`config.mk`:
```
export PLATFORM = sky130hd
export DESIGN_NAME = fractal_sync_leaf_flat
export DESIGN_NICKNAME = d
export VERILOG_FILES = /design/src/rtl/fractal_sync_leaf_if.sv /design/src/rtl/fractal_sync_leaf.sv /design/src/flat_wrapper.sv
export SDC_FILE = /design/constraint.sdc
export NUM_CORES = 1
export LEC_CHECK = 0
export CAP_MARGIN = 20
export CORE_AREA = 2 2 39 41
export CTS_BUF_LIST = sky130_fd_sc_hd__clkbuf_16
export DETAILED_ROUTE_END_ITERATION = 10
export DIE_AREA = 0 0 41 43
export GPL_TIMING_DRIVEN = 0
export PLACE_DENSITY_LB_ADDON = 0.3
export REMOVE_ABC_BUFFERS = 1
export SLEW_MARGIN = 10
export SYNTH_ARGS = -nofsm -noshare
export SYNTH_HDL_FRONTEND = slang
export SYNTH_SLANG_ARGS = --single-unit
```
`constraint.sdc`:
```
create_clock -name clk_i -period 3.8 [get_ports clk_i]
set_input_delay 0.38 -clock clk_i [delete_from_list [all_inputs] [get_ports clk_i]]
set_output_delay 0.38 -clock clk_i [all_outputs]
set_load 0.03 [all_outputs]
```
`src/rtl/fractal_sync_leaf_if.sv`:
```
// rtl/fractal_sync_leaf_if.sv - fractal_if: leaf-to-node synchronization tree port bundle
interface fractal_if #(
    parameter int LVL_WIDTH = 2
);
    logic                 sync;
    logic [LVL_WIDTH-1:0] level;
    logic                 ack;
    logic                 wake;
    logic                 error;

    // Leaf side drives sync/level/ack and observes wake/error from the node
    modport mst_port (
        output sync,
        output level,
        output ack,
        input  wake,
        input  error
    );

    modport slv_port (
        input  sync,
        input  level,
        input  ack,
        output wake,
        output error
    );
endinterface

```
`src/rtl/fractal_sync_leaf.sv`:
```
// rtl/fractal_sync_leaf.sv - barrier requester for one tree leaf; optional FRACTAL_SYNC_LEAF_TIMEOUT_EN wake timeout
module fractal_sync_leaf #(
    parameter int LVL_WIDTH      = 2,
    parameter int TIMEOUT_CYCLES = 1024
) (
    input  logic                 clk_i,
    input  logic                 rst_i,
    input  logic                 req_valid_i,
    output logic                 req_ready_o,
    input  logic [LVL_WIDTH-1:0] req_level_i,
    output logic                 rsp_valid_o,
    input  logic                 rsp_ready_i,
    output logic                 rsp_error_o,
    output logic                 timeout_o,
    fractal_if.mst_port          sync_port
);

    typedef enum logic [2:0] {
        S_IDLE,
        S_SYNC,
        S_WAIT_WAKE,
        S_ACK,
        S_RELEASE,
        S_RESP
    } state_t;

    state_t               r_state;
    logic                 r_req_ready;
    logic                 r_rsp_valid;
    logic                 r_rsp_error;
    logic                 r_sync;
    logic                 r_ack;
    logic                 r_err;
    logic [LVL_WIDTH-1:0] r_level;

    logic w_req_hs;
    logic w_rsp_hs;

    assign w_req_hs = req_valid_i & r_req_ready;
    assign w_rsp_hs = rsp_ready_i & r_rsp_valid;

    assign req_ready_o     = r_req_ready;
    assign rsp_valid_o     = r_rsp_valid;
    assign rsp_error_o     = r_rsp_error;
    assign sync_port.sync  = r_sync;
    assign sync_port.ack   = r_ack;
    assign sync_port.level = r_level;

    // Barrier sequencer: all outputs are set on the transition into the state that owns them
    always_ff @(posedge clk_i) begin
        if (rst_i) begin
            r_state     <= S_IDLE;
            r_req_ready <= 1'b1;
            r_rsp_valid <= 1'b0;
            r_rsp_error <= 1'b0;
            r_sync      <= 1'b0;
            r_ack       <= 1'b0;
            r_err       <= 1'b0;
            r_level     <= '0;
        end else begin
            case (r_state)
                S_IDLE: begin
                    if (w_req_hs) begin
                        r_req_ready <= 1'b0;
                        if (req_level_i != '0) begin
                            r_level <= req_level_i;
                            r_err   <= 1'b0;
                            r_sync  <= 1'b1;
                            r_state <= S_SYNC;
                        end else begin
                            // No tree depth selected: answer locally with an error
                            r_err       <= 1'b1;
                            r_rsp_valid <= 1'b1;
                            r_rsp_error <= 1'b1;
                            r_state     <= S_RESP;
                        end
                    end
                end
                S_SYNC: begin
                    r_sync  <= 1'b0;
                    r_state <= S_WAIT_WAKE;
                end
                S_WAIT_WAKE: begin
                    if (sync_port.wake) begin
                        r_err   <= r_err | sync_port.error;
                        r_ack   <= 1'b1;
                        r_state <= S_ACK;
                    end
                end
                S_ACK: begin
                    r_ack   <= 1'b0;
                    r_state <= S_RELEASE;
                end
                S_RELEASE: begin
                    // Wake may still be held for slower siblings; wait for it to drop
                    if (!sync_port.wake) begin
                        r_rsp_valid <= 1'b1;
                        r_rsp_error <= r_err;
                        r_state     <= S_RESP;
                    end
                end
                S_RESP: begin
                    if (w_rsp_hs) begin
                        r_rsp_valid <= 1'b0;
                        r_rsp_error <= 1'b0;
                        r_req_ready <= 1'b1;
                        r_state     <= S_IDLE;
                    end
                end
                default: begin
                    r_state     <= S_IDLE;
                    r_req_ready <= 1'b1;
                    r_rsp_valid <= 1'b0;
                    r_rsp_error <= 1'b0;
                    r_sync      <= 1'b0;
                    r_ack       <= 1'b0;
                end
            endcase
        end
    end

`ifdef FRACTAL_SYNC_LEAF_TIMEOUT_EN
    localparam int CNT_W = $clog2(TIMEOUT_CYCLES + 1);

    logic [CNT_W-1:0] r_wait_cnt;
    logic             r_timeout;

    assign timeout_o = r_timeout;

    // Saturating wait-for-wake counter with sticky flag, cleared by each accepted request
    always_ff @(posedge clk_i) begin
        if (rst_i) begin
            r_wait_cnt <= '0;
            r_timeout  <= 1'b0;
        end else if (r_state == S_IDLE && w_req_hs) begin
            r_wait_cnt <= '0;
            r_timeout  <= 1'b0;
        end else if (r_state == S_WAIT_WAKE) begin
            if (r_wait_cnt != CNT_W'(TIMEOUT_CYCLES)) begin
                r_wait_cnt <= r_wait_cnt + 1'b1;
            end
            if (r_wait_cnt == CNT_W'(TIMEOUT_CYCLES - 1)) begin
                r_timeout <= 1'b1;
            end
        end
    end
`else
    logic w_unused_timeout_cfg;

    assign w_unused_timeout_cfg = (TIMEOUT_CYCLES > 0);
    assign timeout_o            = 1'b0;
`endif

endmodule

```
`src/flat_wrapper.sv`:
```
// flat-port wrapper written by rule: the top's interface ports become plain ports
module fractal_sync_leaf_flat 
#(
    parameter int LVL_WIDTH      = 2,
    parameter int TIMEOUT_CYCLES = 1024
)
  (clk_i, rst_i, req_valid_i, req_ready_o, req_level_i, rsp_valid_o, rsp_ready_i, rsp_error_o, timeout_o, sync_port_sync, sync_port_level, sync_port_ack, sync_port_wake, sync_port_error);
  fractal_if #(.LVL_WIDTH(LVL_WIDTH)) sync_port_i ();
  input  logic clk_i;
  input  logic rst_i;
  input  logic req_valid_i;
  output logic req_ready_o;
  input  logic [LVL_WIDTH-1:0] req_level_i;
  output logic rsp_valid_o;
  input  logic rsp_ready_i;
  output logic rsp_error_o;
  output logic timeout_o;
  output wire logic [$bits(sync_port_i.sync)-1:0] sync_port_sync;
  output wire logic [$bits(sync_port_i.level)-1:0] sync_port_level;
  output wire logic [$bits(sync_port_i.ack)-1:0] sync_port_ack;
  input wire logic [$bits(sync_port_i.wake)-1:0] sync_port_wake;
  input wire logic [$bits(sync_port_i.error)-1:0] sync_port_error;
  assign sync_port_sync = sync_port_i.sync;
  assign sync_port_level = sync_port_i.level;
  assign sync_port_ack = sync_port_i.ack;
  assign sync_port_i.wake = sync_port_wake;
  assign sync_port_i.error = sync_port_error;
  fractal_sync_leaf #(.LVL_WIDTH(LVL_WIDTH), .TIMEOUT_CYCLES(TIMEOUT_CYCLES)) u_core (.clk_i(clk_i), .rst_i(rst_i), .req_valid_i(req_valid_i), .req_ready_o(req_ready_o), .req_level_i(req_level_i), .rsp_valid_o(rsp_valid_o), .rsp_ready_i(rsp_ready_i), .rsp_error_o(rsp_error_o), .timeout_o(timeout_o), .sync_port(sync_port_i));
endmodule
```
* Word-level counts from Yosys, hierarchy flattened *
Cells that the tools add are included.

storage, ports and cells
  bits of input ports = 8
  output and inout port bits = 8
  flip-flop bits (word level) = 11

operators by class
  reduce and logical (&&, ||, !) cells = 14
  eq/ne operators = 11
  bitwise gates (word level) = 7
  multiplexer cells = 25

operators by type and width
  kind                                                                     count
  3-bit case mux with 6 select lines                                       1
  3-bit two-way mux                                                        5
  1-bit two-way mux                                                        13
  3-bit AND reduction                                                      4
  4-bit OR reduction                                                       3
  1-bit case mux with 4 select lines                                       2
  3-bit by 2-bit == test with 1-bit output, second input constant          2
  3-bit == test, second input constant                                     2
  2-bit by 1-bit inequality test with 1-bit output, second input constant  3
  2-bit inequality test, second input constant                             3
  1-bit case mux with 2 select lines                                       3
  5-bit AND reduction                                                      1
  1-bit inverter                                                           4
  4-bit AND reduction                                                      1
  2-bit nonzero test                                                       2
  3-bit by 1-bit == test with 1-bit output, second input constant          1
  3-bit logical NOT                                                        1
  1-bit case mux with 3 select lines                                       1
  3-bit OR reduction                                                       1
  1-bit AND                                                                2
  2-bit AND reduction                                                      1
  1-bit OR                                                                 1

* Logic depth before layout (Yosys ltp) *
Gate-level depths: netlist (run 1).

  depth after elaboration = 4
  gate-level depth with buffers = 6

* Worst setup path before layout (run 1) *
OpenSTA, ideal clock, no wires.

  path type = reg2reg
  start point = register u_core.r_state[1]
  end point = register u_core.r_sync, in the netlist u_core.sync_port.sync
  library setup time = 78 ps
  setup slack = 2428 ps
  clock period less this slack = 1372 ps
  arrival time = 1294 ps
  stages on the path, launching flop included = 7
  path buffers = 1
  cells stage by stage = dfxtp_1 -> buf_4 -> inv_1 -> ha_1 -> nor3_1 -> nor2_1 -> nor3_1

between the ends
  longest elaborated chain between the ends = 4

ends and longest elaborated chain
  element                                                                    line                     text
  from (decl)                                                                fractal_sync_leaf.sv:27  state_t r_state;
  from (signal assigned)                                                     fractal_sync_leaf.sv:52  r_state <= S_IDLE;
  from (signal assigned)                                                     fractal_sync_leaf.sv:69  r_state <= S_SYNC;
  from (signal assigned)                                                     fractal_sync_leaf.sv:75  r_state <= S_RESP;
  3-bit by 2-bit == test with 1-bit output or 3-bit == test (tied branches)  fractal_sync_leaf.sv:61  case (r_state)
  4-bit OR reduction (no source line)                                        -
  1-bit inverter (no source line)                                            -
  3-bit AND reduction (no source line)                                       -
  to (signal assigned)                                                       fractal_sync_leaf.sv:56  r_sync <= 1'b0;
  to (signal assigned)                                                       fractal_sync_leaf.sv:68  r_sync <= 1'b1;
  to (signal assigned)                                                       fractal_sync_leaf.sv:80  r_sync <= 1'b0;
  to (decl)                                                                  fractal_sync_leaf.sv:31  logic r_sync;

Several ways; a longest one is shown, not always the timed one.
A chain may end at the register's enable or synchronous reset.

* Worst setup path in the final report (run 1) *
  start point = register u_core.r_req_ready, in the netlist u_core.req_ready_o
  end point = output req_ready_o

RTL lines
  element                 line                      text
  from (decl)             fractal_sync_leaf.sv:28   logic r_req_ready;
  from (signal assigned)  fractal_sync_leaf.sv:53   r_req_ready <= 1'b1;
  from (signal assigned)  fractal_sync_leaf.sv:64   r_req_ready <= 1'b0;
  from (signal assigned)  fractal_sync_leaf.sv:106  r_req_ready <= 1'b1;
  to (decl)               flat_wrapper.sv:12        output logic req_ready_o;

No word-level cell between the ends.

==> results of run 1 <==
power breakdown:
group	internal, µW	leakage (µW)	total (µW)	switching [µW]
sequential	161	0.0000904	230	68.5
combinational	151	0.000166	331	180
clock	138	0.0000423	191	52.8
total	451	0.000298	752	301
sequential cells by signal, indices dropped and copies added (netlist names):
name	cells
u_core.sync_port.ack	1
u_core.rsp_error_o	1
u_core.rsp_valid_o	1
u_core.r_state	3
u_core.sync_port.level	2
u_core.sync_port.sync	1
u_core.req_ready_o	1
u_core.r_err	1
routing by layer:
metal / up-vias / GRT usage, % / part of all wire [%]
li1: 285 / - / -
met1: 262 / 24.76 / 44
met2: 12 / 27.81 / 49
met3: 2 / 6.806 / 5.1
met4: 0 / 8.000 / 1.4
met5: - / 0 / 0
per-stage QoR:
stage | std cells | total power [µW] | setup slack, ns | hold slack (ns) | instance area, µm²
3_3_place_gp | 97 | 553.3 | 2.029 | 0.4470 | 734.5
5_1_grt | 101 | 804.1 | 2.064 | 0.4937 | 813.3
3_5_place_dp | 97 | 558.9 | 2.018 | 0.4488 | 734.5
4_1_cts | 101 | 754.7 | 2.101 | 0.4566 | 813.3
2_1_floorplan | 67 | 451.1 | 2.375 | 0.4446 | 574.3
6_report | 101 | 752.1 | 2.097 | 0.4553 | 813.3
placed cells by master (no fill, tap or decap):
| cell | instances |
|---|---|
| a2111o_1 | 1 |
| a211oi_1 | 1 |
| a211oi_2 | 1 |
| a21oi_1 | 5 |
| a221o_1 | 1 |
| a31o_1 | 1 |
| a32oi_1 | 1 |
| and2_1 | 1 |
| clkbuf_16 | 3 |
| clkdlybuf4s50_1 | 14 |
| conb_1 | 1 |
| dfxtp_1 | 11 |
| ha_1 | 2 |
| inv_1 | 3 |
| mux2i_1 | 1 |
| nand2_1 | 7 |
| nand2b_1 | 1 |
| nand3_1 | 5 |
| nand3b_1 | 1 |
| nor2_1 | 8 |
| nor2b_1 | 1 |
| nor3_1 | 4 |
| nor3_2 | 1 |
| nor4_2 | 1 |
| o21ai_0 | 1 |
| o21ai_1 | 2 |
| o21bai_1 | 1 |
| o221a_1 | 1 |
| o221ai_2 | 1 |
| o31ai_1 | 1 |
| o32ai_1 | 1 |
| xnor2_1 | 1 |
worst paths after layout:
check,from,end
max,u_core.req_ready_o,req_ready_o
min reg2reg,u_core.sync_port.level[1],u_core.sync_port.level[1]
min,u_core.sync_port.level[1],u_core.sync_port.level[1]
max reg2reg,u_core.r_state[1],u_core.sync_port.sync
cells by family after synthesis:
| group | count (synthesis) | synth area share (%) |
|---|---|---|
| AND/OR/NAND/NOR | 30 | 24.54 |
| AO/OA/AOI/OAI | 19 | 24.33 |
| flip-flops | 11 | 35.99 |
| buffers and inverters | 7 | 7.361 |
| adder cells (fa/ha/maj) | 2 | 4.089 |
| other | 1 | 0.6129 |
| XOR/XNOR | 1 | 1.432 |
| multiplexers | 1 | 1.636 |
worst register-to-register path, stage by stage (launching register included):
cell and delay (ns):
dfxtp_1 0.65, inv_1 0.17, ha_1 0.35, nor3_1 0.19, nor2_1 0.05, nor3_1 0.15
layout make-up:
type	count	area [µm²]
Sequential cell	11	220.2
Tap cell	16	20.02
Clock inverter	1	3.754
Clock buffer	3	75.07
Multi-Input combinational cell	54	346.6
Timing Repair Buffer	14	140.1
Inverter	2	7.507
Fill cell	137	570.5
synth_stat cells (all sizes together):
cell type  number
o31ai           1
nand2           7
ha              2
nand3b          1
a21oi           5
o32ai           1
inv             2
mux2i           1
a221o           1
buf             4
a32oi           1
o21bai          1
clkbuf          1
o221a           1
nor2            8
a31o            1
conb            1
o21ai           3
o221ai          1
a211oi          2
nor3            5
nor4            1
dfxtp          11
xnor2           1
nand3           5
a2111o          1
and2            1
nor2b           1
nand2b          1
==> results.cfg, run 1 <==
[synthesis]
yosysWarnings = 0
synth_top_area_share_pct = 35.99
yosysSeqAreaShare_pct = 35.99
synth_cells = 72
synthTopCellsByArea = dfxtp_1 36%, nor2_1 4.9%, nand2_1 4.3%
yosysUniqueCellTypes = 33
synth_area_leader_cell = dfxtp_1
synth-seq-cells = 11
syn_area_per_cell_um2 = 8.498
synth_area_um2 = 611.8

[setup_path]
endpoint_kind = output pin
crit_cells = 1
cp.required_ns = 3.42
crit_chain = clkdlybuf4s50_1
worst_setup_path_start_kind = flop
crit_type = reg -> out
cp_top_family = buffers and inverters
crit_path_max_incr_delay_ns = 0.69
reg2regPathDepth = 5
worst-path-buf-inv = 1
r2r_slack_ns = 2.17
worst_path_max_delay_cell = clkdlybuf4s50_1
cp_max_fo = 5
crit_arrival_ns = 1.32

[floorplanning]
fp.dieArea_um2 = 1763
die_h_um = 43
start_util_pct = 44.21
coreArea_um2 = 1384
die_w_um = 41
io_pins = 16
rows = 14

[global_route]
grt_overflow = 0
grt_max_degree = 15
grtUsageTotal_pct = 19.15
grt_antenna_before_repair = 0
grt_pass1_vias = 554
grt_first_pass_wirelength_um = 2297

[detailed_routing]
postRouteAntennaNets = 0
routed_wl_um = 1333
remaining_drc_errors = 0
first_iter_violations = 4
wl_per_cell_um = 13.20
vias = 561
via_per_inst = 5.554
drt_pre_antenna_iters = 4

[clock_network]
clock_sinks = 11
cts_inserted_buffers = 3
htreeDepth = 1
cts_buffer_depth = 2
clock-root-buffer = clkbuf_16
cts_setup_buffers = 0
clkLatencyLatePin_ns = 0.24
cts_resized = 0
cts_tree = yes
clk_pin_slew_worst_paths_ns = 0.04
cts_hold_buf = 0

[sta]
hold_violations = 0
period_share_pct = 44.81
maxSlewViolCount = 0
finClkSkew_ns = 0.002515
grt_setup_unrepaired = no
tightest_slew_ns = 0.5303
fmax_ghz = 0.5873
period_minus_slack_ns = 1.703
relSlewSlack_pct = 64.60
setup_viol = 0
tns_ns = 0

[worst_hold_path]
hold_path_class = reg -> reg
hold_path_depth = 2

[job]
cap_violations = 0

[pwr]
power.density_nw_per_um2 = 924.8
power.leakage_uw = 0.0002984
irDropWorstVdd_mv = 0.5567

[final_layout]
post-route-util_pct = 58.77
drive_gt1_share_pct = 8.235
final_nets = 96
syn_to_final_growth_pct = 32.92
antenna_cells = 0

[placement]
portBuffers = 14
gp_congestion = 0.7282
hpwlAfterDp_um = 927

[outcome]
status = completed
No activity file was read; power rests on OpenSTA's default activity.
==> run 2, diff against run 1 <==
CORE_AREA = unset   (was 2 2 39 41)
CORE_UTILIZATION = 41   (was unset)
DIE_AREA = unset   (was 0 0 41 43)
clock period = 1.5 ns   (was 3.8 ns; I/O delays follow)
==> results.cfg, run 2 (synthesis gave the netlist of run 1 again) <==
[outcome]
status = completed

[pwr]
p_switching_uw = 751.2
internal_power_uw = 1151
power.density_nw_per_um2 = 2318
irDropWorstVdd_mv = 1.083
p_comb_share_pct = 43.7
power.leakage_uw = 0.0003031
power.share.clock_pct = 25.1
finalPower_uw = 1902
seqPwrFrac_pct = 31.2
swShare_pct = 39.49

[worst_hold_path]
worstHoldEndpoint = u_core.sync_port.level[1]
hold_path_class = reg -> reg
min_from = u_core.sync_port.level[1]
hold_path_depth = 2

[sta]
finClkSkew_ns = 0.001679
period_share_pct = 95.48
tns_ns = 0
hold_violations = 0
maxSlewViolCount = 0
period_minus_slack_ns = 1.432
fmax_ghz = 0.6982
grt_setup_unrepaired = no
setup_viol = 0

[clock_network]
clock_sinks = 11
cts_inserted_buffers = 3
htreeDepth = 1
clock-root-buffer = clkbuf_16
cts_tree = yes
cts_hold_buf = 0
clk_pin_slew_worst_paths_ns = 0.04
cts_buffer_depth = 2
clkLatencyLatePin_ns = 0.24
cts_setup_buffers = 0
cts_resized = 2

[final_layout]
mostFrequentLayoutCells = 13 x clkdlybuf4s50_1, 8 x nor2_1, 8 x dfxtp_1
drive_gt1_share_pct = 11.76
syn_to_final_growth_pct = 34.15
antenna_cells = 0
regMostFlops = u_core.r_state
post-route-util_pct = 60.80
n_fill_cell = 128
final_common_cell = clkdlybuf4s50_1
final_nets = 96
design_area_um2 = 820.8
stdcell_count = 100
largest_reg_flops = 3

[setup_path]
worst_setup_path_start_kind = flop
crit_type = reg -> out
reg2regPathDepth = 5
worst_path_max_delay_cell = clkdlybuf4s50_1
cp_max_fo = 4
endpoint_kind = output pin
crit_chain = clkdlybuf4s50_1
reg2reg_from = u_core.r_state[2]
crit_path_max_incr_delay_ns = 0.68
r2r_slack_ns = 0.14
worst-path-buf-inv = 1
r2r_end = u_core.sync_port.sync
crit_arrival_ns = 1.28
cp_top_family = buffers and inverters
crit_cells = 1
cp.required_ns = 1.35

[detailed_routing]
via_per_inst = 5.570
remaining_drc_errors = 0
drt_pre_antenna_iters = 4
wl_per_cell_um = 13.33
vias = 557
postRouteAntennaNets = 0
routed_wl_um = 1333
first_iter_violations = 22

[placement]
gp_congestion = 0.8178
portBuffers = 14
placed_area_um2 = 733.2
placed_cells = 96

[global_route]
grt_pass1_vias = 428
grt_first_pass_wirelength_um = 1925
grt_max_degree = 15
grtUsageTotal_pct = 18.57
grt_overflow = 0
grt_antenna_before_repair = 0

[floorplanning]
coreArea_um2 = 1350
io_pins = 16
die_w_um = 40.63
fp.dieArea_um2 = 1651
rows = 13
start_util_pct = 45.32
die_h_um = 40.63

[job]
cap_violations = 0
-- run 2: layout make-up --
cell class              instances  area, µm²  share of cell area, %
clock buffers                   3      75.07                  9.146
clock inverters                 1      3.754                 0.4573
inverters                       2      7.507                 0.9146
multi-input cells              54      346.6                  42.23
flip-flops and latches         11      226.5                  27.59
well taps                      15      18.77                  2.287
repair buffers                 14      142.6                  17.38
-- run 2: how the worst max path moves through the flow --
stage                            start                    end  slack [ns]
finish              u_core.rsp_valid_o            rsp_valid_o        0.07
global route        u_core.rsp_valid_o            rsp_valid_o     0.00004
CTS                 u_core.req_ready_o            req_ready_o        0.02
detailed placement   u_core.r_state[1]  u_core.sync_port.sync       -0.11
global placement     u_core.r_state[1]  u_core.sync_port.sync        -0.1
floorplan            u_core.r_state[1]  u_core.sync_port.sync        0.07
-- run 2: power groups by stage --
| stage | Combinational, µW | Clock (µW) | Sequential, µW |
|---|---|---|---|
| floorplan | 457 | 0 | 686 |
| global placement | 823 | 0 | 577 |
| detailed placement | 831 | 0 | 582 |
| CTS | 840 | 493 | 581 |
| global route | 899 | 504 | 619 |
| finish | 832 | 477 | 593 |
-- run 2: tightest hold or removal path: stages, from the launching register on --
cell	delay, ns
dfxtp_1	0.30
nand2_1	0.05
a21oi_1	0.05
-- run 2: layer usage --
metal	global-route usage, %	vias to the layer above	share of wire (%)
li1	-	288	-
met1	22.77	246	49
met2	26.98	23	43
met3	9.783	0	7.6
met4	7.500	0	0
met5	0	-	0
-- run 2: per-stage QoR --
| step | hold WS, ns | setup slack, ns |
|---|---|---|
| floorplan | 0.2146 | 0.07472 |
| global placement | 0.4456 | -0.09569 |
| detailed placement | 0.4575 | -0.1057 |
| CTS | 0.4630 | 0.02349 |
| global route | 0.4947 | 0.00004374 |
| finish | 0.4537 | 0.06781 |
